--- config.mk ---
export PLATFORM = sky130hd
export DESIGN_NAME = imem_fetch_ctrl
export DESIGN_NICKNAME = d
export VERILOG_FILES = /design/src/rtl/imem_fetch_ctrl.sv
export SDC_FILE = /design/constraint.sdc
export NUM_CORES = 1
export LEC_CHECK = 0
export ABC_CLOCK_PERIOD_IN_PS = 8800
export CAP_MARGIN = 10
export CORE_ASPECT_RATIO = 0.8
export CORE_MARGIN = 3
export CORE_UTILIZATION = 40
export CTS_CLUSTER_DIAMETER = 40
export DETAILED_ROUTE_END_ITERATION = 10
export GPL_TIMING_DRIVEN = 1
export PLACE_DENSITY = 0.77
export SLEW_MARGIN = 20
export SYNTH_ARGS = -nofsm -noshare
export SYNTH_HDL_FRONTEND = slang
export SYNTH_SLANG_ARGS = --single-unit
--- constraint.sdc ---
create_clock -name clk_i -period 8.8 [get_ports clk_i]
set_input_delay 0.88 -clock clk_i [delete_from_list [all_inputs] [get_ports clk_i]]
set_output_delay 0.88 -clock clk_i [all_outputs]
set_load 0.02 [all_outputs]
--- src/rtl/imem_fetch_ctrl.sv ---
// Instruction-fetch sequencer: owns the PC, fetches from an async-read instruction
// memory into a 2-entry buffer and hands {pc, instr} to decode with valid/ready.
module imem_fetch_ctrl #(
    parameter int          MEMWIDTH = 14,
    parameter logic [31:0] RESET_PC = 32'h0000_0000
) (
    input  logic        clk_i,
    input  logic        rst_i,
    output logic [31:0] imem_addr_o,
    input  logic [31:0] imem_rdata_i,
    input  logic        halt_i,
    input  logic        redirect_i,
    input  logic [31:0] redirect_pc_i,
    output logic        valid_o,
    input  logic        ready_i,
    output logic [31:0] instr_o,
    output logic [31:0] pc_o,
    output logic        fault_o,
    output logic [31:0] fault_pc_o
);

    typedef enum logic {
        ST_RUN   = 1'b0,
        ST_FAULT = 1'b1
    } state_t;

    state_t      state_q, state_d;
    logic [31:0] pc_q;
    logic [1:0]  count_q;
    logic [31:0] ent_pc_q    [2];
    logic [31:0] ent_instr_q [2];
    logic [31:0] fault_pc_q;

    logic pc_ok, pop, push, fault_det;

    assign pc_ok     = (pc_q[1:0] == 2'b00) && (pc_q[31:MEMWIDTH] == '0);
    assign pop       = valid_o && ready_i;
    assign push      = (state_q == ST_RUN) && !halt_i && !redirect_i && pc_ok &&
                       ((count_q < 2'd2) || pop);
    assign fault_det = (state_q == ST_RUN) && !halt_i && !redirect_i && !pc_ok;

    assign imem_addr_o = pc_q;
    assign valid_o     = (count_q != 2'd0);
    assign instr_o     = ent_instr_q[0];
    assign pc_o        = ent_pc_q[0];
    assign fault_o     = (state_q == ST_FAULT);
    assign fault_pc_o  = fault_pc_q;

    // NOTE: every signal assigned in always_comb gets a default first, so no path can infer a latch.
    always_comb begin
        state_d = state_q;
        if (redirect_i) begin
            state_d = ST_RUN;
        end else if (fault_det) begin
            state_d = ST_FAULT;
        end
    end

    // NOTE: sequential state uses non-blocking assignments so every register samples pre-edge values.
    always_ff @(posedge clk_i) begin
        if (rst_i) begin
            state_q <= ST_RUN;
        end else begin
            state_q <= state_d;
        end
    end

    // Buffer is a shift register: entry 0 is always the head presented to decode.
    always_ff @(posedge clk_i) begin
        if (rst_i) begin
            pc_q       <= RESET_PC;
            count_q    <= 2'd0;
            fault_pc_q <= 32'h0;
            // NOTE: the buffer storage is reset too, because instr_o/pc_o must read zero out of reset.
            for (int i = 0; i < 2; i++) begin
                ent_pc_q[i]    <= 32'h0;
                ent_instr_q[i] <= 32'h0;
            end
        end else if (redirect_i) begin
            pc_q    <= redirect_pc_i;
            count_q <= 2'd0;
        end else begin
            if (fault_det) begin
                fault_pc_q <= pc_q;
            end
            if (push) begin
                pc_q <= pc_q + 32'd4;
            end
            case ({push, pop})
                2'b10: begin
                    count_q                 <= count_q + 2'd1;
                    ent_pc_q[count_q[0]]    <= pc_q;
                    ent_instr_q[count_q[0]] <= imem_rdata_i;
                end
                2'b01: begin
                    count_q        <= count_q - 2'd1;
                    ent_pc_q[0]    <= ent_pc_q[1];
                    ent_instr_q[0] <= ent_instr_q[1];
                end
                2'b11: begin
                    if (count_q == 2'd1) begin
                        ent_pc_q[0]    <= pc_q;
                        ent_instr_q[0] <= imem_rdata_i;
                    end else begin
                        ent_pc_q[0]    <= ent_pc_q[1];
                        ent_instr_q[0] <= ent_instr_q[1];
                        ent_pc_q[1]    <= pc_q;
                        ent_instr_q[1] <= imem_rdata_i;
                    end
                end
                default: ;
            endcase
        end
    end

endmodule
-- Word-level counts from Yosys, hierarchy flattened
Memory sizes are Yosys's and may differ from the RTL's.
Index checks and enable logic that the tools add are counted.
- eq/ne operators: 4
- muxes and demuxes: 37
- reduce and logical (&&, ||, !) cells: 20
- $add $sub $neg: 3
- $lt $le $gt $ge: 1
- bitwise gates (word level): 10
- operators with widths (operator ; count):
    32-bit two-way mux ; 12
    32-bit OR reduction ; 2
    32-bit by 3-bit adder with 32-bit output, second input constant ; 1
    1-bit two-way mux ; 24
    18-bit zero test ; 1
    1-bit OR ; 8
    1-bit logical AND ; 7
    2-bit nonzero test ; 3
    2-bit by 1-bit equality test with 1-bit output, second input constant ; 2
    2-bit equality test, second input constant ; 2
    2-bit case mux with 2 select lines ; 1
    1-bit zero test ; 3
    2-bit by 1-bit adder with 2-bit output, second input constant ; 1
    2-bit zero test ; 1
    2-bit less-than comparator, second input constant ; 1
    1-bit NOT ; 2
    2-bit AND reduction ; 1
    2-bit OR reduction ; 1
    2-bit by 1-bit subtractor with 2-bit output, second input constant ; 1
    1-bit logical OR ; 1
- bits in registers: 67
- memory bits (writable): 128
- memories: 2
- word-level logic and storage cells: 81
- memories (name ; depth ; bits a word ; rd ports ; clocked after memory_dff ; wr ports ; line ; RTL):
    ent_instr_q ; 2 ; 32 ; 2 ; 0 ; 2 ; 31 ; logic [31:0] ent_instr_q [2];
    ent_pc_q ; 2 ; 32 ; 2 ; 0 ; 2 ; 30 ; logic [31:0] ent_pc_q [2];

-- Logic depth before layout (Yosys ltp)
Gate-level depths: netlist of run 1.
- depth in word-level cells: 14
- gate-level depth with buffers: 17
- depth with buffers taken out: 14

-- Least setup slack after synthesis of run 1
OpenSTA, ideal clock, no wires.
- path type: input port to flip-flop
- start: input port redirect_i
- end: memory ent_instr_q[1][0], enable pin
- slack: 1445 ps
- buffers on the path: 3
- required time: 8226 ps
- cell stages on the path: 11
- arrival: 6780 ps
- library setup time: 574 ps
- cell sequence: buf_6 > nor3_2 > o21ai_0 > or3_1 > buf_6 > inv_8 > buf_12 > ha_1 > nand2_1 > a21boi_0 > o21ai_0
- RTL lines (element ; line ; RTL):
    from (decl) ; 12 ; input logic redirect_i,
    to (decl) ; 31 ;

==> impl_results.md, run 1 <==
- Reg2reg path depth: 13
- Sequential-to-total area share from yosys stat: between 60% and 70%
- Cell area after placement: roughly 10000 µm²
- Std-Cell Rows: between 40 and 50
- Initial DRT Pass Iterations: 5
- Routed WL: around 20000 µm
- Max Cap Viol: 0
- Synth-to-Final Area Change: 34.7%
- RSZ-0062 raised after global routing: no
- Initial Utilization: 41.7%
- Aggregate global routing overflow: 0
- Slew Viols, Final: 0
- Commonest non-fill, non-tap cell in the layout: nand2_1
- LEAKAGE: 3.95 nW
- DRC Markers: 0
- Placed insts: around 1200
- GPL Wtd Cong: 0.836
- Worst hold path depth: 2
- Hold_ws: 0.454 ns
- Distinct cell type count after synthesis: 51
- CTS Hold Bufs: 0
- Fillers: 1657
- Die Span Y: about 130 µm
- Layout cells sized above 1: around 6.7%
- Via count: 6048
- Required @ worst endpoint: roughly 8.9 ns
- #FFs+latches synth: roughly 200
- Post-Route Skew: approximately 0.009 ns
- Diodes inserted: 0
- Largest net degree at the start of global routing: approximately 70
- WP data arrival: roughly 3.7 ns
- WL/cell: between 15 and 20 µm
- DR vias/cell: between 5 and 6
- Total global routing track utilization: a little under a fifth
- ANT nets after route: 0
- CTS tree: built
- Min Tclk post-route: approximately 3.7 ns
- Total power: a little over 2 mW
- Final Setup Violations: 0
- TNS Setup: 0 ns
- Die width: around 160 µm
- Initial antenna violation count: 0
- H-tree depth: 4
- Cell count after synthesis: 760
- Clock latency on the worst-skew pair: roughly 0.43 ns
- Fin crit share: roughly two fifths
- Worst Tran Pin Value: between 0.8 and 0.9 ns
- Port bufs: 198
- Power per cell area: between 150 and 200 nW/µm²
- Most frequent cells in the layout: nand2_1, clkdlybuf4s50_1, edfxtp_1, a21oi_1, dfxtp_1
- Maximum VDD drop: 0.136 mV
- Worst setup EP type: flop
- HPWL Detailed: about 13000 µm
- Post-CTS Resized: 0
- TritonCTS Buffers: 17
- Max-slew headroom: between 40% and 50%
- Fin area: 10900 µm²
- Number of global-route vias before repair: slightly below 6000
- Synth top area share: a little under half
- Root Driver: clkbuf_16
- CTS Buffer Depth: 2
- Syn. warnings: 0
- Hold Vio Cnt, Final: 0
- EDFF count, synth: 128
- Status: finished, final reports clean
- Post-CTS Setup Inserts: 0
- Mapped Area: 8080 µm²
- Synth area leader: edfxtp_1
- Hold WC Path Type: reg2reg
- Total Nets Final: between 1000 and 1500
- CTS Sinks: ~200
- Fmax: approximately 0.27 GHz
- Crit Path Category: in2reg
- FFs w/ async S/R, synth: 0%
- Primary FF master, synth: edfxtp_1
- Starting DRT DRC Count: about 540
- Worst Path Max Fanout: 64
- Core Area: 19400 µm²
- Fin cells: approximately 1200
- Net Count, Synth: approximately 840
- First-pass GRT wire length: between 30000 and 40000 µm
- Synth area leaders: edfxtp_1, dfxtp_1, nand2_1
- Clock slew at reported path FFs: roughly 0.07 ns
- Ports: just under 200
- CP Launch Type: input port
- Synth Area per Inst: 10.6 µm²
- Die Footprint: roughly 22000 µm²
==> cells by family after synthesis <==
logic type | count (synthesis) | share of synthesized area (%)
and+or+nand+nor | 340 | 19.1
DFF | 195 | 64.2
AOI/OAI and AO/OA | 133 | 9.31
buffers and inverters | 61 | 3.44
muxes | 22 | 2.76
adders and majority gates | 6 | 0.929
xor gates and xnor gates | 3 | 0.325
==> cell type report <==
cell class / count / area, µm² / share of cell area (%)
multi-input combinational: 504 / 2660 / 24.4
clock buffer: 17 / 425 / 3.91
tap: 258 / 323 / 2.97
inverter: 13 / 56.3 / 0.517
clock inverter: 15 / 194 / 1.78
timing repair buffer: 207 / 2040 / 18.7
sequential: 195 / 5180 / 47.7
==> routing by layer <==
metal / GRT usage, % / routed length [µm] / vias up
met1: 26.3 / 9260 / 2835
met3: 5.72 / 1670 / 19
li1: - / - / 2972
met2: 26.7 / 8750 / 222
met4: 4.24 / 256 / 0
met5: 0 / 0 / -
==> critical path: stages <==
cell,delay (ns)
buf_2,0.10
buf_4,0.31
nor3_2,0.31
o21ai_0,0.13
or3_1,0.52
inv_8,0.17
ha_1,0.18
nand2_1,0.10
a21boi_0,0.18
o21ai_4,0.13
buf_4,0.65
==> worst paths after layout <==
| path | to | slack, ns | startpoint |
|---|---|---|---|
| setup reg to reg | ent_instr_q[1][2] | 5.40 | count_q[0] |
| setup / recovery | ent_instr_q[1][2] | 5.13 | redirect_i |
| hold reg to reg | fault_pc_o[10] | 0.45 | fault_pc_o[10] |
| hold / removal | fault_pc_o[10] | 0.45 | fault_pc_o[10] |
==> synthesized netlist by cell type, types with 2 or more instances <==
cell type	number
a211oi_1	4
a211oi_2	2
a21boi_0	2
a21oi_1	99
a31oi_1	7
and2_1	64
and2_2	2
and3_1	5
buf_2	8
buf_6	2
clkbuf_1	36
dfxtp_1	67
edfxtp_1	128
ha_1	6
inv_1	12
mux2_2	2
mux2i_1	20
nand2_1	209
nand2b_1	2
nand3_1	6
nand3b_1	2
nand4_1	3
nor2_1	30
nor3_1	5
nor4_1	3
nor4_2	2
o21ai_0	6
or3_1	2
xor2_1	2
==> power by group <==
part | total, mW | leakage, nW | internal (mW) | switching, mW
sequential | 1.04 | 1.87 | 1.01 | 0.0306
clock | 0.813 | 0.300 | 0.456 | 0.357
combinational | 0.183 | 1.78 | 0.0870 | 0.0957
total | 2.03 | 3.95 | 1.55 | 0.483
==> registers in the layout, indices dropped and copies added (netlist names) <==
| name | cells |
|---|---|
| count_q | 2 |
| ent_instr_q | 64 |
| ent_pc_q | 64 |
| fault_o | 1 |
| fault_pc_o | 32 |
| imem_addr_o | 32 |
==> per-stage QoR <==
stage / setup slack [ns] / utilization (%)
global route: 4.91 / 56.2
CTS: 5.15 / 56.2
global placement: 4.77 / 53.0
floorplan: 1.45 / -
detailed placement: 4.70 / 53.0
finish: 5.13 / 56.2
Note: power is estimated with default switching activity, not from simulation.
==> run 2: changes to the inputs <==
--- a/config.mk
+++ b/config.mk
@@ -5,7 +5,7 @@
 export SDC_FILE = /design/constraint.sdc
 export NUM_CORES = 1
 export LEC_CHECK = 0
-export ABC_CLOCK_PERIOD_IN_PS = 8800
+export ABC_CLOCK_PERIOD_IN_PS = 3550
 export CAP_MARGIN = 10
 export CORE_ASPECT_RATIO = 0.8
 export CORE_MARGIN = 3
==> constraint.sdc (replaced) <==
create_clock -name clk_i -period 3.55 [get_ports clk_i]
set_input_delay 0.355 -clock clk_i [delete_from_list [all_inputs] [get_ports clk_i]]
set_output_delay 0.355 -clock clk_i [all_outputs]
set_load 0.02 [all_outputs]
==> run 2 against run 1 <==
Net effect:
- highest routed layer unchanged
- global-route usage grew 0.72 points
- first-iteration DRC count shrank 5.7%
- critical path type is now reg2reg
- largest cell class unchanged
- largest power group unchanged
- sequential power grew 150%
- clock-buffer cell count grew 1
==> impl_results.md, run 2 (synthesis gave the netlist of run 1 again) <==
- Clock slew at reported path FFs: 0.07 ns (about the same)
- Worst Path Max Fanout: 33 (was 64)
- DR vias/cell: 5.03 (was 5.00)
- Final Setup Violations: 0 (unchanged)
- Maximum VDD drop: 0.272 mV (was 0.136 mV)
- Most frequent cells in the layout: nand2_1, clkdlybuf4s50_1, edfxtp_1, a21oi_1, dfxtp_1 (unchanged)
- Required @ worst endpoint: 3.85 ns (was 8.85 ns)
- First-pass GRT wire length: 32500 µm (was 31400 µm)
- Min Tclk post-route: about 3.2 ns
- Largest net degree at the start of global routing: 65 (was 69)
- CTS Buffer Depth: 2 (unchanged)
- Routed WL: 20700 µm (was 19900 µm)
- Starting DRT DRC Count: 510 (was 541)
- Core Area: 19400 µm² (unchanged)
- WL/cell: 16.8 µm (was 16.5 µm)
- Std-Cell Rows: 45 (unchanged)
- Largest regs: ent_instr_q (64), ent_pc_q (64) (unchanged)
- Via count: 6193 (was 6048)
- CTS tree: built (unchanged)
- Initial antenna violation count: 0 (unchanged)
- Hold Vio Cnt, Final: 0 (unchanged)
- CP Launch Type: flop (was input port)
- LEAKAGE: 4.07 nW (was 3.95 nW)
- Placed insts: 1199 (was 1177)
- Max-slew headroom: 49.1% (was 45.3%)
- Synth-to-Final Area Change: 37.2% (was 34.7%)
- Worst Tran Pin Value: 0.762 ns (was 0.821 ns)
- DRC Markers: 0 (unchanged)
- ANT nets after route: 0 (unchanged)
- Layout cells sized above 1: 8.63% (was 6.73%)
- Max Cap Viol: 0 (unchanged)
- Worst setup EP type: flop (unchanged)
- Fmax: roughly 0.3 GHz
- Post-CTS Setup Inserts: 0 (unchanged)
- Fin cells: 1231 (was 1209)
- GPL Wtd Cong: 0.789 (was 0.836)
- Die Span Y: 133 µm (unchanged)
- Total global routing track utilization: 18.9% (was 18.2%)
- Hold WC Path Type: in2reg (was reg2reg)
- Aggregate global routing overflow: 0 (unchanged)
- Initial Utilization: 41.7% (unchanged)
- Status: finished, final reports clean (unchanged)
- Slew Viols, Final: 0 (unchanged)
- TritonCTS Buffers: 17 (unchanged)
- Commonest non-fill, non-tap cell in the layout: nand2_1 (unchanged)
- Final core occ: 57.2% (was 56.2%)
- Total power: 4.98 mW (was 2.03 mW)
- HPWL Detailed: 14000 µm (was 12900 µm)
- Initial DRT Pass Iterations: 5 (unchanged)
- Crit Path Category: reg2reg (was in2reg)
- Post-Route Skew: 0.0172 ns (was 0.00898 ns)
- Ports: 199 (unchanged)
- CTS Sinks: 195 (unchanged)
- TNS Setup: 0 ns (unchanged)
- H-tree depth: 4 (unchanged)
- CTS Hold Bufs: 0 (unchanged)
- Die Footprint: 21900 µm² (unchanged)
- Post-CTS Resized: 0 (unchanged)
- Clock latency on the worst-skew pair: 0.43 ns (about the same)
- RSZ-0062 raised after global routing: no (unchanged)
- Diodes inserted: 0 (unchanged)
- Number of global-route vias before repair: 5991 (was 5780)
- Root Driver: clkbuf_16 (unchanged)
- Power per cell area: 449 nW/µm² (was 187 nW/µm²)
- WP data arrival: 3.54 ns (was 3.72 ns)
- Port bufs: 198 (unchanged)
- Hold_ws: 0.246 ns (was 0.454 ns)
- Fin crit share: between 90% and 100%
- Total Nets Final: 1035 (was 1013)
- Die width: 165 µm (unchanged)
[run 2: metal layers]
| metal | wire length, µm | global-route usage, % | up-vias |
|---|---|---|---|
| li1 | - | - | 3004 |
| met1 | 9530 | 27.2 | 2957 |
| met2 | 9240 | 28.6 | 226 |
| met3 | 1860 | 5.78 | 6 |
| met4 | 72 | 3.40 | 0 |
| met5 | 0 | 0 | - |
[run 2: worst max-delay path: stages (launching register included)]
cell     delay, ns
dfxtp_1       0.42
inv_1         0.07
ha_1          0.19
inv_1         0.06
nand2_1       0.07
inv_1         0.11
o21ai_0       0.08
or3_1         0.53
inv_8         0.18
ha_1          0.18
nand2_1       0.11
a21oi_4       0.63
buf_4         0.32
and2_1        0.15
[run 2: area by class of cell]
type,instances,area (µm²)
tap,258,323
clock inverter,14,163
multi-input combinational,504,2660
sequential,195,5180
timing repair buffer,229,2270
fill,1619,8280
clock buffer,18,429
inverter,13,56.3
[run 2: worst paths after layout]
check | start | end | slack [ns] | cells after the start
worst max-delay path | count_q[0] | ent_instr_q[1][28] | 0.31 | 13
worst min-delay path | rst_i | imem_addr_o[28] | 0.25 | 2
worst max register to register | count_q[0] | ent_instr_q[1][28] | 0.31 | 13
worst min register to register | fault_pc_o[9] | fault_pc_o[9] | 0.45 | 2
[run 2: through the flow]
stage / setup slack [ns] / cell area, µm²
2_1_floorplan: 0.00774 / 8090
3_3_place_gp: 0.227 / 10500
3_5_place_dp: 0.133 / 10500
4_1_cts: 0.277 / 11100
5_1_grt: 0.00793 / 11100
6_report: 0.306 / 11100
[run 2: power breakdown]
| group | switching (mW) | internal (mW) |
|---|---|---|
| clock | 0.910 | 1.01 |
| sequential | 0.0530 | 2.49 |
| combinational | 0.269 | 0.238 |
==> run 3: changes to the inputs <==
--- a/config.mk
+++ b/config.mk
@@ -5,15 +5,15 @@
 export SDC_FILE = /design/constraint.sdc
 export NUM_CORES = 1
 export LEC_CHECK = 0
-export ABC_CLOCK_PERIOD_IN_PS = 3550
+export ABC_CLOCK_PERIOD_IN_PS = 3700
 export CAP_MARGIN = 10
 export CORE_ASPECT_RATIO = 0.8
 export CORE_MARGIN = 3
-export CORE_UTILIZATION = 40
+export CORE_UTILIZATION = 49
 export CTS_CLUSTER_DIAMETER = 40
 export DETAILED_ROUTE_END_ITERATION = 10
 export GPL_TIMING_DRIVEN = 1
-export PLACE_DENSITY = 0.77
+export PLACE_DENSITY = 0.89
 export SLEW_MARGIN = 20
 export SYNTH_ARGS = -nofsm -noshare
 export SYNTH_HDL_FRONTEND = slang
==> constraint.sdc (replaced) <==
create_clock -name clk_i -period 3.7 [get_ports clk_i]
set_input_delay 0.37 -clock clk_i [delete_from_list [all_inputs] [get_ports clk_i]]
set_output_delay 0.37 -clock clk_i [all_outputs]
set_load 0.05 [all_outputs]
==> run 3 against run 2 <==
Net effect:
- wire length fell by 4.4%
- combinational power is 14% higher
- global-route usage rose by 2.9 points
- cell area decreased by 1.9%
- clock skew decreased by 0.0074 ns
- sequential share of layout area increased by 0.92 points
==> impl_results.md, run 3 (synthesis gave the netlist of run 1 again) <==
- Status: finished, final reports clean (unchanged)
- Post-CTS Resized: 0 (unchanged)
- H-tree depth: 4 (unchanged)
- CTS Hold Bufs: 0 (unchanged)
- RSZ-0062 raised after global routing: no (unchanged)
- Fin crit share: 86.7% (was 91.4%)
- WP data arrival: 3.48 ns (was 3.54 ns)
- Most used cell, CP: nand2_1 (was inv_1)
- Hold Vio Cnt, Final: 0 (unchanged)
- Buf/Inv on CP: 5 (unchanged)
- Ports: 199 (unchanged)
- Hold_ws: 0.197 ns (was 0.246 ns)
- DRC Markers: 0 (unchanged)
- Largest net degree at the start of global routing: 65 (unchanged)
- Clock latency on the worst-skew pair: 0.42 ns (was 0.43 ns)
- CP Launch Type: flop (unchanged)
- Hold WC Path Type: in2reg (unchanged)
- Number of global-route vias before repair: 5910 (was 5991)
- Worst setup EP type: flop (unchanged)
- Post-CTS Setup Inserts: 0 (unchanged)
- Largest regs: ent_instr_q (64), ent_pc_q (64) (unchanged)
- Starting DRT DRC Count: 600 (was 510)
- Power per cell area: 449 nW/µm² (about the same)
- Crit path max-delay family: buffers and inverters (was simple AND/OR/NAND/NOR gates)
- Die width: 150 µm (was 165 µm)
- HPWL Detailed: 13300 µm (was 14000 µm)
- Die Span Y: 121 µm (was 133 µm)
- Fillers: 1142 (was 1619)
- Initial DRT Pass Iterations: 7 (was 5)
- Die Footprint: 18100 µm² (was 21900 µm²)
- Slew Viols, Final: 0 (unchanged)
- Fmax: 0.312 GHz (was 0.308 GHz)
- Min Tclk post-route: 3.21 ns (was 3.24 ns)
- LEAKAGE: 3.95 nW (was 4.07 nW)
- Aggregate global routing overflow: 0 (unchanged)
- Routed WL: 19800 µm (was 20700 µm)
- Port bufs: 198 (unchanged)
- CTS tree: built (unchanged)
- Crit Path Category: reg2reg (unchanged)
- GPL Wtd Cong: 0.877 (was 0.789)
- Core Area: 16000 µm² (was 19400 µm²)
- Post-Route Skew: 0.00980 ns (was 0.0172 ns)
- Max-slew headroom: 57.2% (was 49.1%)
- Initial Utilization: 50.6% (was 41.7%)
- Initial antenna violation count: 0 (unchanged)
- Worst setup margin: 0.491 ns (was 0.306 ns)
- Fin area: 10900 µm² (was 11100 µm²)
- Cell area after placement: 10300 µm² (was 10500 µm²)
- Root Driver: clkbuf_16 (unchanged)
- CTS Sinks: 195 (unchanged)
- First-pass GRT wire length: 30700 µm (was 32500 µm)
- Total Nets Final: 1016 (was 1035)
- CTS Buffer Depth: 2 (unchanged)
- Worst Path Max Fanout: 64 (was 33)
- Clock slew at reported path FFs: 0.07 ns (about the same)
- Commonest non-fill, non-tap cell in the layout: nand2_1 (unchanged)
- Via count: 6171 (was 6193)
- Worst Tran Pin Value: 0.642 ns (was 0.762 ns)
- Final Setup Violations: 0 (unchanged)
- Synth-to-Final Area Change: 34.6% (was 37.2%)
- Maximum VDD drop: 0.447 mV (was 0.272 mV)
- Max Cap Viol: 0 (unchanged)
- Layout cells sized above 1: 6.60% (was 8.63%)
- DR vias/cell: 5.28 (was 5.03)
- Setup slack at placement: 0.526 ns (was 0.133 ns)
- Required @ worst endpoint: 3.97 ns (was 3.85 ns)
- WL/cell: 16.9 µm (was 16.8 µm)
- Total global routing track utilization: 21.8% (was 18.9%)
- Most frequent cells in the layout: nand2_1, clkdlybuf4s50_1, edfxtp_1, a21oi_1, dfxtp_1 (unchanged)
- TritonCTS Buffers: 17 (unchanged)
- CP max-delay cell: buf_4 (was a21oi_4)
- Worst-path cell chain: inv_1 -> ha_1 -> clkinvlp_4 -> nand2_1 -> inv_1 -> o21ai_0 -> or3_1 -> inv_8 -> ha_1 -> nand2b_1 -> nand2_1 -> nand2_2 -> buf_4 -> nand2_1 -> a21oi_1 (was inv_1 -> ha_1 -> inv_1 -> nand2_1 -> inv_1 -> o21ai_0 -> or3_1 -> inv_8 -> ha_1 -> nand2_1 -> a21oi_4 -> buf_4 -> and2_1)
- Diodes inserted: 0 (unchanged)
- TNS Setup: 0 ns (unchanged)
- CP peak stage delay: 0.52 ns (was 0.63 ns)
- ANT nets after route: 0 (unchanged)
- Std-Cell Rows: 41 (was 45)
## run 3: path summary, 6_finish.rpt
check                               startpoint                end  slack [ns]  depth (start not counted)
worst max-delay path                count_q[1]  ent_instr_q[0][0]        0.49                         15
worst min register to register  fault_pc_o[21]     fault_pc_o[21]        0.46                          2
worst max register to register      count_q[1]  ent_instr_q[0][0]        0.49                         15
worst min-delay path                redirect_i     imem_addr_o[3]        0.20                          2
## run 3: final cells by class
class	count	area, µm²	area share, %
clock inverters	14	159	1.46
well taps	215	269	2.47
inverters	13	60.1	0.552
clock buffers	18	429	3.95
repair buffers	210	2110	19.4
flip-flops and latches	195	5180	47.7
multi-input cells	504	2660	24.4
## run 3: stage by stage
step	utilization, %	std cells	power, mW
after floorplan	-	760	2.83
after global placement	64.4	1137	3.08
after detailed placement	64.4	1137	3.09
after CTS	68.1	1169	4.91
after global routing	68.1	1169	5.03
final	68.1	1169	4.88
## run 3: power by group
part	switching (mW)	leakage [nW]	internal, mW
Combinational	0.369	1.80	0.211
Clock	0.778	0.284	1.06
Sequential	0.0705	1.87	2.40
Total	1.22	3.95	3.67
## run 3: routing by layer
| layer | part of all wire, % | wire [µm] | up-vias | track usage [%] |
|---|---|---|---|---|
| met5 | 0 | 0 | - | 0 |
| met4 | 1.4 | 286 | 0 | 6.40 |
| met3 | 11 | 2120 | 24 | 7.42 |
| met2 | 46 | 9060 | 286 | 32.9 |
| met1 | 42 | 8330 | 2893 | 30.0 |
| li1 | - | - | 2968 | - |
==> edit 1 (flow settings as in run 1) <==
Change the parameter `MEMWIDTH` from 14 to 28.
--- a/src/rtl/imem_fetch_ctrl.sv
+++ b/src/rtl/imem_fetch_ctrl.sv
@@ -1,7 +1,7 @@
 // Instruction-fetch sequencer: owns the PC, fetches from an async-read instruction
 // memory into a 2-entry buffer and hands {pc, instr} to decode with valid/ready.
 module imem_fetch_ctrl #(
-    parameter int          MEMWIDTH = 14,
+    parameter int          MEMWIDTH = 28,
     parameter logic [31:0] RESET_PC = 32'h0000_0000
 ) (
     input  logic        clk_i,
Function: changed (a bounded check fails within 4 cycles, from zero or initial values and one cycle with rst_i high).
==> edit 1 against run 1 <==
Register-to-register slack worse by 0.29 ns. First-iteration DRC count is 32% higher. Critical path depth stayed put. Power is 1.6% lower. Worst setup slack worse by 0.21 ns. Cell area is 1.2% higher. Area after synthesis is 3.1% higher. Global-route usage is 1.4 points higher. Routed wire length is 10% higher. Sequential share of layout area is 0.57 points lower. Sequential cell count stayed put. Hold slack better by 0.0027 ns.
==> edit 1: results (changes against run 1) <==
- Syn avg cell area: 10.28 µm² (was 10.63 µm²)
- Most frequent cells after synthesis: nand2_1 (209), edfxtp_1 (128), a21oi_1 (113) (was nand2_1 (209), edfxtp_1 (128), a21oi_1 (99))
- Status: complete, no violations (unchanged)
- Fill count: 1,734 (was 1,657)
- Inverters excl. clock: 11 (was 13)
- Synth Area in Compound Gates: 0.1112 (was 0.09309)
- Aggregate global-route resource usage: 0.1960 (was 0.1815)
- Post-synthesis cell count: 810 (was 760)
- Pre-CTS WS: 4.493 ns (was 4.696 ns)
- Multi-input combinational area share: 0.2621 (was 0.2443)
- Pre-Repair DR Iteration Count: 6 (was 5)
- Met2 wire length: 9327 µm (was 8748 µm)
- Met1 Resource Use GR: 0.2958 (was 0.2632)
- Number of global-route vias before repair: 6,092 (was 5,780)
- Sequential share of cell area: 0.4708 (was 0.4765)
- Dpl cell area: 0.01047 mm² (was 0.01026 mm²)
- First-pass GRT wire length: 34,850 µm (was 31,420 µm)
- P_leak: 3.879 nW (was 3.946 nW)
- Largest net degree at the start of global routing: 71 (was 69)
- VDD IR-drop max: 0.0001125 V (was 0.0001359 V)
- Post-Synth XOR/XNOR Area: 0.007361 (was 0.003253)
- Via density: 5.208 (was 5.002)
- Worst path max stage delay: 0.57 ns (was 0.65 ns)
- Share of cells above drive strength 1: 0.05556 (was 0.06730)
- Metal-1 WL: 10,460 µm (was 9262 µm)
- Dpl cells: 1,223 (was 1,177)
- Synth Area in Adders: 0.009013 (was 0.009294)
- Seq_cells: 195 (unchanged)
- Netlist cell types: 50 (was 51)
- Final non-filler cell total: 1,254 (was 1,209)
- Slew margin rel.: 0.2793 (was 0.4528)
- Final-layout non-clock buffer area share: 0.1838 (was 0.1874)
## edit 1: changes by cell type in the layout (fill, tap and decap cells not counted), sizes merged, moves of 5 or more
cell	change
inv	-7
a21oi	+13
a211oi	-6
nand4	+7
nand3	+10
mux2i	-13
o22ai	+5
## edit 1: power breakdown
group	switching [W]	internal [W]
registers	0.0000339	0.00102
clock network	0.000339	0.000391
logic	0.000123	0.0000983
total	0.000496	0.00151
## edit 1: path summary, 6_finish.rpt
| path | start | slack (ns) | cells past startpoint | end |
|---|---|---|---|---|
| max | ready_i | 4.92 | 11 | ent_instr_q[0][9] |
| min | fault_pc_o[27] | 0.46 | 2 | fault_pc_o[27] |
| min reg2reg | fault_pc_o[27] | 0.46 | 2 | fault_pc_o[27] |
| max reg2reg | count_q[1] | 5.11 | 13 | ent_instr_q[0][9] |
## edit 1: critical path: cells and delay by family
family	cells	cell delay, ns
AND/OR/NAND/NOR	4	0.54
AO/OA/AOI/OAI	2	0.66
buffers and inverters	4	1.55
adder cells (fa/ha/maj)	1	0.34
==> edit 2 (flow settings as in run 1) <==
Made on the original files. Reset style: asynchronous (`rst_i`), changed in 2 clocked blocks.
--- a/src/rtl/imem_fetch_ctrl.sv
+++ b/src/rtl/imem_fetch_ctrl.sv
@@ -57,7 +57,7 @@
     end
 
     // NOTE: sequential state uses non-blocking assignments so every register samples pre-edge values.
-    always_ff @(posedge clk_i) begin
+    always_ff @(posedge clk_i or posedge rst_i) begin
         if (rst_i) begin
             state_q <= ST_RUN;
         end else begin
@@ -66,7 +66,7 @@
     end
 
     // Buffer is a shift register: entry 0 is always the head presented to decode.
-    always_ff @(posedge clk_i) begin
+    always_ff @(posedge clk_i or posedge rst_i) begin
         if (rst_i) begin
             pc_q       <= RESET_PC;
             count_q    <= 2'd0;
Behaviour: differs if rst_i is asserted again (counterexample within 4 cycles, from zero or initial values and one cycle with rst_i high); with rst_i held inactive, the same outputs for 4 cycles.
==> edit 2 against run 1 <==
Global-route usage shrank 0.32 points. Clock skew is 0.0010 ns higher. Cell area grew 3.3%. Critical path type is now reg2reg. Sequential cell count unchanged. Worst setup slack improved by 0.43 ns. Routed wire length up 4.2%. Area after synthesis up 11%.
Power is not compared: it rests on default switching activity, and its combinational part moved more than twofold at a synthesized area within 25%.
==> edit 2: results (changes against run 1) <==
- Pre-CTS WS: 5.325 ns (was 4.696 ns)
- Final Critical Period: 3.236 ns (was 3.670 ns)
- Crit path from: imem_addr_o[27] (was redirect_i)
- Inserted Diodes: 0 (unchanged)
- Metal3 WL: 1956 µm (was 1673 µm)
- Netlist cell types: 54 (was 51)
- Met2 wire length: 9229 µm (was 8748 µm)
- Asr flop ratio synth: 1.000 (was 0)
- Hold path depth: 1 (was 2)
- Dpl cell area: 0.01061 mm² (was 0.01026 mm²)
- Vias: 5,844 (was 6,048)
- GPL Wtd Cong: 0.7568 (was 0.8363)
- Status: complete, no violations (unchanged)
- Origin of the worst min-delay path: ent_pc_q[31] (was fault_pc_o[10])
- Hold WS: 0.4861 ns (was 0.4541 ns)
- Post-synthesis cell count: 718 (was 760)
- First-pass GRT wire length: 34,540 µm (was 31,420 µm)
- Reg-to-reg endpoint: pc_o[13] (was ent_instr_q[1][2])
- Crit path max-delay family: compound AO/OA/AOI/OAI gates (was buffers and inverters)
- Met2 GRT Util: 0.2708 (was 0.2669)
- Drt initial violations: 449 (was 541)
- M3 GR Usage: 0.07556 (was 0.05720)
- Reg2Reg Depth: 6 (was 13)
- Met1 Resource Use GR: 0.2339 (was 0.2632)
- Aggregate global-route resource usage: 0.1783 (was 0.1815)
- Fin util: 0.5157 (was 0.5618)
- Number of global-route vias before repair: 6,258 (was 5,780)
- DPL Wire Length: 13,140 µm (was 12,930 µm)
- Share of cells above drive strength 1: 0.1998 (was 0.06730)
- Slew margin rel.: 0.2745 (was 0.4528)
- Prevailing post-synth register cell: dfrtp_1 (was edfxtp_1)
- Avg WL per Cell: 18.13 µm (was 16.49 µm)
- Most frequent cells after synthesis: dfrtp_1 (195), nor2_1 (133), buf_4 (68) (was nand2_1 (209), edfxtp_1 (128), a21oi_1 (99))
- Crit path launch type: flip-flop (was input port)
- Fill count: 1,908 (was 1,657)
- Post-Syn Nets: 790 (was 835)
- Final non-filler cell total: 1,146 (was 1,209)
- CP max-delay cell: o41a_2 (was buf_4)
- Crit path arrival time: 3.55 ns (was 3.72 ns)
- Net count, final: 906 (was 1,013)
edit 2: logic make-up after synthesis:
kind of cell,count (synthesis),synth area share
compound gates,103,0.1155
simple gates,203,0.1077
flops,195,0.5448
xor+xnor,5,0.004890
buf+inv,116,0.08954
fa+ha+maj,3,0.004191
mux,93,0.1334
edit 2: power breakdown:
part           switching (W)  internal, W  total (W)
Clock               0.000359     0.000489   0.000848
Sequential          0.000136      0.00110    0.00124
Combinational       0.000539     0.000497    0.00104
edit 2: layout make-up:
class,instances,share of cell area
Inverter,10,0.004007
Multi-Input combinational cell,407,0.2929
Clock buffer,18,0.03907
Tap cell,300,0.03339
Sequential cell,195,0.4341
Clock inverter,13,0.01736
Timing Repair Buffer,203,0.1792
edit 2: worst register-to-register path: stages, from the launching register on:
cell      delay (ns)
dfrtp_1         0.42
nor4_2          0.39
nand3_1         0.63
o41a_2          0.67
buf_4           0.36
a221oi_1        0.59
nor2_1          0.07
